===== src/rtl/key_control_decoder_pkg.sv =====
// Scan codes, parser states, axis encodings and key lookup
// shared by the key decoder and its axis resolvers.
package key_control_decoder_pkg;

  localparam logic [7:0] SC_EXT   = 8'hE0;
  localparam logic [7:0] SC_BRK   = 8'hF0;
  localparam logic [7:0] SC_P1_UP = 8'h1D;
  localparam logic [7:0] SC_P1_DN = 8'h1B;
  localparam logic [7:0] SC_P1_LF = 8'h1C;
  localparam logic [7:0] SC_P1_RT = 8'h23;
  localparam logic [7:0] SC_P1_BO = 8'h12;
  localparam logic [7:0] SC_P2_BO = 8'h59;
  localparam logic [7:0] SC_ENTER = 8'h5A;
  localparam logic [7:0] SC_P2_UP = 8'h75;
  localparam logic [7:0] SC_P2_DN = 8'h72;
  localparam logic [7:0] SC_P2_LF = 8'h6B;
  localparam logic [7:0] SC_P2_RT = 8'h74;

  typedef enum logic [1:0] {
    ST_IDLE    = 2'd0,
    ST_EXT     = 2'd1,
    ST_BRK     = 2'd2,
    ST_EXT_BRK = 2'd3
  } state_e;

  typedef enum logic [1:0] {
    AX_NONE = 2'd0,
    AX_NEG  = 2'd1,
    AX_POS  = 2'd2
  } axis_e;

  localparam int NKEYS = 11;

  localparam logic [3:0] K_P1_UP = 4'd0;
  localparam logic [3:0] K_P1_DN = 4'd1;
  localparam logic [3:0] K_P1_LF = 4'd2;
  localparam logic [3:0] K_P1_RT = 4'd3;
  localparam logic [3:0] K_P1_BO = 4'd4;
  localparam logic [3:0] K_P2_UP = 4'd5;
  localparam logic [3:0] K_P2_DN = 4'd6;
  localparam logic [3:0] K_P2_LF = 4'd7;
  localparam logic [3:0] K_P2_RT = 4'd8;
  localparam logic [3:0] K_P2_BO = 4'd9;
  localparam logic [3:0] K_ENTER = 4'd10;

  typedef struct packed {
    logic       hit;
    logic [3:0] idx;
  } key_hit_t;

  function automatic key_hit_t key_lookup(
    input logic       ext,
    input logic [7:0] code
  );
    key_hit_t r;
    r.hit = 1'b1;
    r.idx = K_P1_UP;
    if (!ext) begin
      case (code)
        SC_P1_UP: r.idx = K_P1_UP;
        SC_P1_DN: r.idx = K_P1_DN;
        SC_P1_LF: r.idx = K_P1_LF;
        SC_P1_RT: r.idx = K_P1_RT;
        SC_P1_BO: r.idx = K_P1_BO;
        SC_P2_BO: r.idx = K_P2_BO;
        SC_ENTER: r.idx = K_ENTER;
        default:  r.hit = 1'b0;
      endcase
    end else begin
      case (code)
        SC_P2_UP: r.idx = K_P2_UP;
        SC_P2_DN: r.idx = K_P2_DN;
        SC_P2_LF: r.idx = K_P2_LF;
        SC_P2_RT: r.idx = K_P2_RT;
        default:  r.hit = 1'b0;
      endcase
    end
    return r;
  endfunction

endpackage


===== src/rtl/key_control_decoder_axis_resolve.sv =====
// Collapses a negative/positive held-key pair into an axis code;
// both or neither held reads as no motion.
module axis_resolve
  import key_control_decoder_pkg::*;
(
  input  logic       i_neg,
  input  logic       i_pos,
  output logic [1:0] o_code
);

  axis_e w_code;

  always_comb begin
    w_code = AX_NONE;
    if (i_neg && !i_pos) w_code = AX_NEG;
    if (i_pos && !i_neg) w_code = AX_POS;
  end

  assign o_code = w_code;

endmodule


===== src/rtl/key_control_decoder.sv =====
// PS/2 set-2 scan byte parser tracking held game keys for two
// players, with prefix timeout and an Enter start pulse.
module key_control_decoder
  import key_control_decoder_pkg::*;
#(
  parameter int TIMEOUT_CYCLES = 100_000
) (
  input  logic       clk,
  input  logic       rst,
  input  logic       byte_valid,
  input  logic [7:0] byte_data,
  input  logic       release_all,
  output logic [1:0] p1_h_code,
  output logic [1:0] p1_v_code,
  output logic [1:0] p2_h_code,
  output logic [1:0] p2_v_code,
  output logic       p1_boost,
  output logic       p2_boost,
  output logic       start_pulse
);

  localparam int CW = $clog2(TIMEOUT_CYCLES + 1);
  localparam logic [CW-1:0] TMO = CW'(TIMEOUT_CYCLES);

  state_e           r_state;
  logic [CW-1:0]    r_cnt;
  logic [NKEYS-1:0] r_keys;
  logic             r_start;

  logic     w_prefix;
  logic     w_ext;
  logic     w_brk;
  key_hit_t w_hit;

  assign w_prefix = (byte_data == SC_EXT) || (byte_data == SC_BRK);
  assign w_ext = (r_state == ST_EXT) || (r_state == ST_EXT_BRK);
  assign w_brk = (r_state == ST_BRK) || (r_state == ST_EXT_BRK);
  assign w_hit = key_lookup(w_ext, byte_data);

  always_ff @(posedge clk) begin
    if (rst) begin
      r_state <= ST_IDLE;
      r_cnt   <= '0;
      r_keys  <= '0;
      r_start <= 1'b0;
    end else begin
      r_start <= 1'b0;
      if (release_all) begin
        r_state <= ST_IDLE;
        r_cnt   <= '0;
        r_keys  <= '0;
      end else if (byte_valid) begin
        r_cnt <= '0;
        if (w_prefix) begin
          unique case (r_state)
            ST_IDLE:
              r_state <= (byte_data == SC_EXT) ? ST_EXT : ST_BRK;
            ST_EXT:
              r_state <= (byte_data == SC_EXT) ? ST_EXT : ST_EXT_BRK;
            ST_BRK:
              r_state <= (byte_data == SC_EXT) ? ST_IDLE : ST_BRK;
            ST_EXT_BRK:
              r_state <= ST_IDLE;
          endcase
        end else begin
          r_state <= ST_IDLE;
          if (w_hit.hit) begin
            r_keys[w_hit.idx] <= !w_brk;
            if (w_hit.idx == K_ENTER && !w_brk && !r_keys[K_ENTER])
              r_start <= 1'b1;
          end
        end
      end else if (r_state != ST_IDLE) begin
        // Abandon a stale prefix so a later byte parses fresh
        if (r_cnt == TMO) begin
          r_state <= ST_IDLE;
          r_cnt   <= '0;
        end else begin
          r_cnt <= r_cnt + CW'(1);
        end
      end else begin
        r_cnt <= '0;
      end
    end
  end

  axis_resolve u_p1_h (
    .i_neg  (r_keys[K_P1_LF]),
    .i_pos  (r_keys[K_P1_RT]),
    .o_code (p1_h_code)
  );

  axis_resolve u_p1_v (
    .i_neg  (r_keys[K_P1_UP]),
    .i_pos  (r_keys[K_P1_DN]),
    .o_code (p1_v_code)
  );

  axis_resolve u_p2_h (
    .i_neg  (r_keys[K_P2_LF]),
    .i_pos  (r_keys[K_P2_RT]),
    .o_code (p2_h_code)
  );

  axis_resolve u_p2_v (
    .i_neg  (r_keys[K_P2_UP]),
    .i_pos  (r_keys[K_P2_DN]),
    .o_code (p2_v_code)
  );

  assign p1_boost    = r_keys[K_P1_BO];
  assign p2_boost    = r_keys[K_P2_BO];
  assign start_pulse = r_start;

endmodule


===== config.mk =====
export PLATFORM = sky130hd
export DESIGN_NAME = key_control_decoder
export DESIGN_NICKNAME = d
export VERILOG_FILES = /design/src/rtl/key_control_decoder_pkg.sv /design/src/rtl/key_control_decoder_axis_resolve.sv /design/src/rtl/key_control_decoder.sv
export SDC_FILE = /design/constraint.sdc
export NUM_CORES = 1
export LEC_CHECK = 0
export CAP_MARGIN = 10
export CORE_MARGIN = 4
export CORE_UTILIZATION = 40
export CTS_CLUSTER_SIZE = 40
export DETAILED_ROUTE_END_ITERATION = 16
export GPL_TIMING_DRIVEN = 1
export PLACE_DENSITY = 0.6
export REMOVE_ABC_BUFFERS = 1
export SETUP_SLACK_MARGIN = 0.3
export SYNTH_ARGS = -nofsm -noshare
export SYNTH_HDL_FRONTEND = slang
export SYNTH_SLANG_ARGS = --single-unit

===== constraint.sdc =====
create_clock -name clk -period 5.3 [get_ports clk]
set_input_delay 0.795 -clock clk [delete_from_list [all_inputs] [get_ports clk]]
set_output_delay 0.795 -clock clk [all_outputs]
set_load 0.02 [all_outputs]

Word level (Yosys, flattened, before mapping)
Index checks and enable logic that the tools add are counted.
{"block": "totals", "ff_bits": 31, "input_bits": 12, "output_inout_bits": 11, "word_cells": 89}
{"block": "classes", "addsub": 1, "magnitude_cmp": 2, "eq_ne": 18, "mux": 25, "n_bitwise": 4, "reduce_logical": 35}
{"cell": "$eq A8 B7 Y1 const B", "count": 6}
{"cell": "$eq A8 B5 Y1 const B", "count": 4}
{"cell": "$pmux W4 S6", "count": 1}
{"cell": "$mux W2", "count": 11}
{"cell": "$add A17 B1 Y17 const B", "count": 1}
{"cell": "$eq A17 B17 Y1 const B", "count": 1}
{"cell": "$eq A8 B8 Y1 const B", "count": 2}
{"cell": "$pmux W4 S4", "count": 1}
{"cell": "$bwmux W11", "count": 1}
{"cell": "$logic_and A1 B1 Y1", "count": 11}
{"cell": "$logic_not A1 Y1", "count": 10}
{"cell": "$reduce_or A5 Y1", "count": 2}
{"cell": "$eq A8 B6 Y1 const B", "count": 1}
{"cell": "$mux W1", "count": 8}
{"cell": "$pmux W2 S4", "count": 1}
{"cell": "$reduce_or A7 Y1", "count": 1}
{"cell": "$reduce_bool A2 Y1", "count": 3}
{"cell": "$lt A4 B5 Y1 const B", "count": 1}
{"cell": "$mux W5", "count": 1}
{"cell": "$demux W1 S4", "count": 1}
{"cell": "$eq A2 B2 Y1 const B", "count": 2}
{"cell": "$eq A4 B4 Y1 const B", "count": 1}
{"cell": "$ge A4 B1 Y1 const B", "count": 1}
{"cell": "$not A1 Y1", "count": 4}
{"cell": "7 further kinds", "count": 9}

Longest topological paths before layout
{"block": "logic_depth", "depth_word": 9, "ltp_mapped": 8, "mapped_depth_nobuf": 6}

By module
From an unflattened synthesis, not the netlist that was laid out.
{"block": "hier_totals", "hier_cells": 206, "hier_area_um2": 1778.0}
{"module": "key_control_decoder", "instances": 1, "cells_each": 198, "area_each_um2": 1717.9, "seq_area_each_um2": 620.6}
{"module": "axis_resolve", "instances": 4, "cells_each": 2, "area_each_um2": 15.0, "seq_area_each_um2": 0.0}

Worst setup path before layout
OpenSTA, ideal clock, no wires.
{"block": "synth_path", "path_kind": "in2reg", "startpoint": "input byte_data[2]", "endpoint": "register r_keys[5]", "setup_ns": 0.127, "arrival_time_ns": 2.115, "t_required_ns": 5.173, "slack_ns": 3.058, "stages": 7, "path_buffers": 1, "path_cell_list": "buf_6 > nor4_4 > a31oi_1 > a211oi_2 > nor3b_2 > mux2i_1 > nor2_1"}
{"block": "synth_between", "elab_chain_len": 8, "word_cells_on_any_way": 29, "classes_between": "2 x order compare; 13 x eq/ne; 8 x mux; 1 x bitwise; 5 x reduce/logical"}
{"element": "start: declaration", "line": "key_control_decoder.sv:11", "source": "input logic [7:0] byte_data,"}
{"element": "$eq A8 B7 Y1 (tied with other cells)", "line": "key_control_decoder_pkg.sv:59", "source": "case (code)"}
{"element": "$pmux W4 S6 / $pmux W4 S4 (equally long branches)", "line": "key_control_decoder_pkg.sv:59, key_control_decoder_pkg.sv:70"}
{"element": "$mux W5", "line": "key_control_decoder_pkg.sv:58", "source": "if (!ext) begin"}
{"element": "$lt A4 B5 Y1 (not written as such) / $ge A4 B1 Y1 (equally long branches)", "line": "key_control_decoder.sv:68", "source": "r_keys[w_hit.idx] <= !w_brk;"}
{"element": "$logic_and A1 B1 Y1 (not written as such)", "line": "key_control_decoder.sv:68"}
{"element": "$mux W1 (not written as such)", "line": "key_control_decoder.sv:68"}
{"element": "$demux W1 S4", "line": "key_control_decoder.sv:68"}
{"element": "$bwmux W11", "line": "key_control_decoder.sv:68"}
{"element": "end signal: indexed assignment", "line": "key_control_decoder.sv:68"}
{"element": "end: declaration", "line": "key_control_decoder.sv:27", "source": "logic [NKEYS-1:0] r_keys;"}
Several ways; a longest one is shown, not always the timed one.
A chain may end at the register's enable or synchronous reset.

Worst setup path in the final report
Ends and elaborated chain as after synthesis.

==> metrics list <==
- Main area contributors after synthesis: sky130_fd_sc_hd__dfxtp_1 33%, sky130_fd_sc_hd__nor2_1 6.8%, sky130_fd_sc_hd__mux2i_1 5.8%
- FILL cells: 421
- The cell area that synthesis handed to floorplanning was 1890 sq um.
* Area of all placed cells without fillers: 2170 sq um
- The clock reaches the later pin of the worst-skew pair after 270 ps.
- Clock tree from TritonCTS: built
* Maximum fanout encountered on the critical timing path: 11
* Initial core utilization: 0.422
* Top flip-flop cell by instance count after synthesis: sky130_fd_sc_hd__dfxtp_1
- Counting flops with a built-in enable in the synthesized netlist gives 0.
- Once placement finished, the instance area stood at 2090 sq um.
- The multi-input combinational cells in the finished layout cover a total of 1160 sq um.
* Total number of nets in the final design: 245
* Top Ports: 23
- In the synthesized netlist, the number of instances is 211.
* # rows: 24
* Number of standard cells in the layout, taps in and fillers out: 284
- Yosys warning total: 0
* Wire length of the first global-routing pass: 6.18 mm
- Across every metal layer, demand over resource in global routing totals 0.125.
* Ant. Diodes: 0
- HPWL after detailed placement: 2.67 mm
- Of the cells placed in the final design, the portion with a size suffix greater than 1 is 0.116.
- The number of hold buffers added after CTS was 0.
* Clock buffers created by TritonCTS: 5
* Slowest Stage Delay on Critical Path: 580 ps
- sky130_fd_sc_hd__dfxtp_1 takes more of the synthesized area than any other cell.
- Data on the critical path is required at its endpoint by 5460 ps.
- Core area: 4470 sq um
* Share of Yosys cell area claimed by the top area cell type: 0.329
- Count of routing violations after the opening detailed-route iteration: 131
* Remaining DRCs: 0
* Vias in the first global route: 1350
- Cell count after placement: 276
- Average size of a mapped cell: 8.94 sq um
- Critical path, cell by cell: clkdlybuf4s50_1, nor4_4, a31oi_1, a211oi_2, nor3b_2, mux2i_1, nor2_1
- Setup bufs post-CTS: 0
- Yosys mapped the design onto 50 distinct sky130hd cell types.
* Synthesis-stage register bit count: 31
- Most common cell after layout, fill and taps aside: sky130_fd_sc_hd__nor2_1
* Placer congestion estimate: 0.800
* Async set-reset flop share out of synthesis: 0
- Type of the worst setup path: in -> reg
- Slew at the pin closest to its max-slew limit: 701 ps
* Sum of negative setup slack: 0 ps
- Deepest clock path buffer count: 2
- Buf/Inv on CP: 1
- Across all layers, the routed design uses 1459 vias.
- Clock sink total: 31
- Post-synthesis to final-layout area growth: 15.1%
* Remaining number of nets flagged by the antenna check after routing: 0
- Type of destination of the critical path: flop
- Wire length after detailed routing: 3.61 mm
- Max cap viols: 0
- Resized cells post-CTS: 0
- Die W: 76.7 um
* Fin crit share: 0.513
- STA classifies the critical path startpoint as an input pin.
* Outcome: finished clean
- Count of final setup violators: 0
- Summed over all layers, the global routing overflow is 0.
* Vertical extent of the die: 76.7 um
* Sequential fraction of the synthesis area: 0.329
- Once layout is complete, the utilization of the core stands at 0.485.
* First-pass iteration count of the detailed router: 4
* Die footprint: 5880 sq um
- Buffers added on ports: 22
- Setup repair after global routing left no endpoint under its margin.
- Counting I/O delays and the setup requirement, the final critical path takes 2720 ps.
* Highest ir drop seen on vdd: 0.177 mV
- Commonest non-fill, non-tap cells in the layout: 34 x sky130_fd_sc_hd__nor2_1, 31 x sky130_fd_sc_hd__dfxtp_1, 22 x sky130_fd_sc_hd__clkdlybuf4s50_1
* Setup WS post-layout: 2580 ps
- The number of endpoints with negative hold slack in the final report came to 0.
- Post-placement worst setup slack: 2330 ps
- The tightest hold path in the finished design has a slack of 426 ps.
- H-tree level count: 2
- In the final routed layout, each cell accounts on average for 12.7 um.
- In this run the tightest slew margin relative to its limit is 0.533.
- The tree is rooted in a sky130_fd_sc_hd__clkbuf_8.
- Broken down by cell family, the worst path's largest delay share belongs to simple AND/OR/NAND/NOR gates.
* PnR Total Power: 441 uW
* Clock transition time at the flip-flop clock pins of the worst setup and hold paths: 60 ps
* Worst-path cell with the longest stage delay: sky130_fd_sc_hd__clkdlybuf4s50_1
- Via density per instance: 5.14
- The initial antenna violation count was 0.
* Total power divided by cell area: 203 nW/um^2
* HP Class: reg -> reg
- Data arrival time at the worst-slack endpoint: 2880 ps
- The analysis attributes to cell leakage a power of 0.742 nW.
- Area occupied by registers: 621 sq um
* Max Fclk: 0.368 GHz
- Entering global routing, the biggest net connects 18 pins.
- Total count of max-transition violations in the final report: 0
- For the final database, setup skew stands at 6.28 ps.
## power by group
group / internal (mW) / leakage [nW] / switching, mW
logic: 0.0151 / 0.450 / 0.0170
clock network: 0.0920 / 0.0422 / 0.0834
registers: 0.233 / 0.250 / 0.0000685
## path summary, 6_finish.rpt
check	start	endpoint	slack [ps]	cells after the start
max	byte_data[2]	r_keys[5]	2580	7
min	r_keys[10]	start_pulse	430	1
max reg2reg	r_cnt[3]	r_cnt[5]	3310	5
min reg2reg	r_keys[10]	start_pulse	430	1
## registers in the layout (all words and copies together) (netlist names)
register     cells
r_cnt           17
r_keys          11
r_state          2
start_pulse      1
## area by class of cell
cell class                      count  area share
Clock inverter                      1     0.00230
Timing Repair Buffer               22       0.101
Clock buffer                        7      0.0351
Tap cell                           52      0.0300
Multi-Input combinational cell    164       0.533
Inverter                            7      0.0121
Sequential cell                    31       0.286
## cells in the mapped netlist, types with 2 or more instances
| cell | number |
|---|---|
| sky130_fd_sc_hd__a21oi_1 | 3 |
| sky130_fd_sc_hd__a21oi_2 | 3 |
| sky130_fd_sc_hd__and3_1 | 3 |
| sky130_fd_sc_hd__and3b_1 | 2 |
| sky130_fd_sc_hd__and4bb_4 | 2 |
| sky130_fd_sc_hd__buf_4 | 3 |
| sky130_fd_sc_hd__buf_6 | 4 |
| sky130_fd_sc_hd__dfxtp_1 | 31 |
| sky130_fd_sc_hd__ha_1 | 2 |
| sky130_fd_sc_hd__inv_1 | 6 |
| sky130_fd_sc_hd__mux2i_1 | 11 |
| sky130_fd_sc_hd__nand2_1 | 15 |
| sky130_fd_sc_hd__nand3_1 | 14 |
| sky130_fd_sc_hd__nand3b_1 | 5 |
| sky130_fd_sc_hd__nand4_1 | 7 |
| sky130_fd_sc_hd__nor2_1 | 34 |
| sky130_fd_sc_hd__nor2b_1 | 10 |
| sky130_fd_sc_hd__nor3b_1 | 4 |
| sky130_fd_sc_hd__nor3b_2 | 3 |
| sky130_fd_sc_hd__nor4_1 | 2 |
| sky130_fd_sc_hd__o211ai_1 | 3 |
| sky130_fd_sc_hd__xnor2_1 | 5 |
| sky130_fd_sc_hd__xor2_1 | 12 |
## cell families (layout without fill, tap and decap cells)
group	after synthesis	count (layout)	share of synthesized area
simple gates	115	115	0.363
flops	31	31	0.329
compound gates	19	19	0.100
xor+xnor	17	17	0.0789
buf+inv	16	37	0.0570
mux	11	11	0.0584
fa+ha+maj	2	2	0.0133
## layer usage
metal	vias up	part of all wire	wire length (um)	GRT usage
met5	-	0	0	0
met2	27	0.46	1650	0.205
met4	0	0.0033	12	0.0217
met3	2	0.043	157	0.0363
met1	652	0.50	1790	0.165
li1	778	-	-	-
Note: power is estimated with default switching activity, not from simulation.
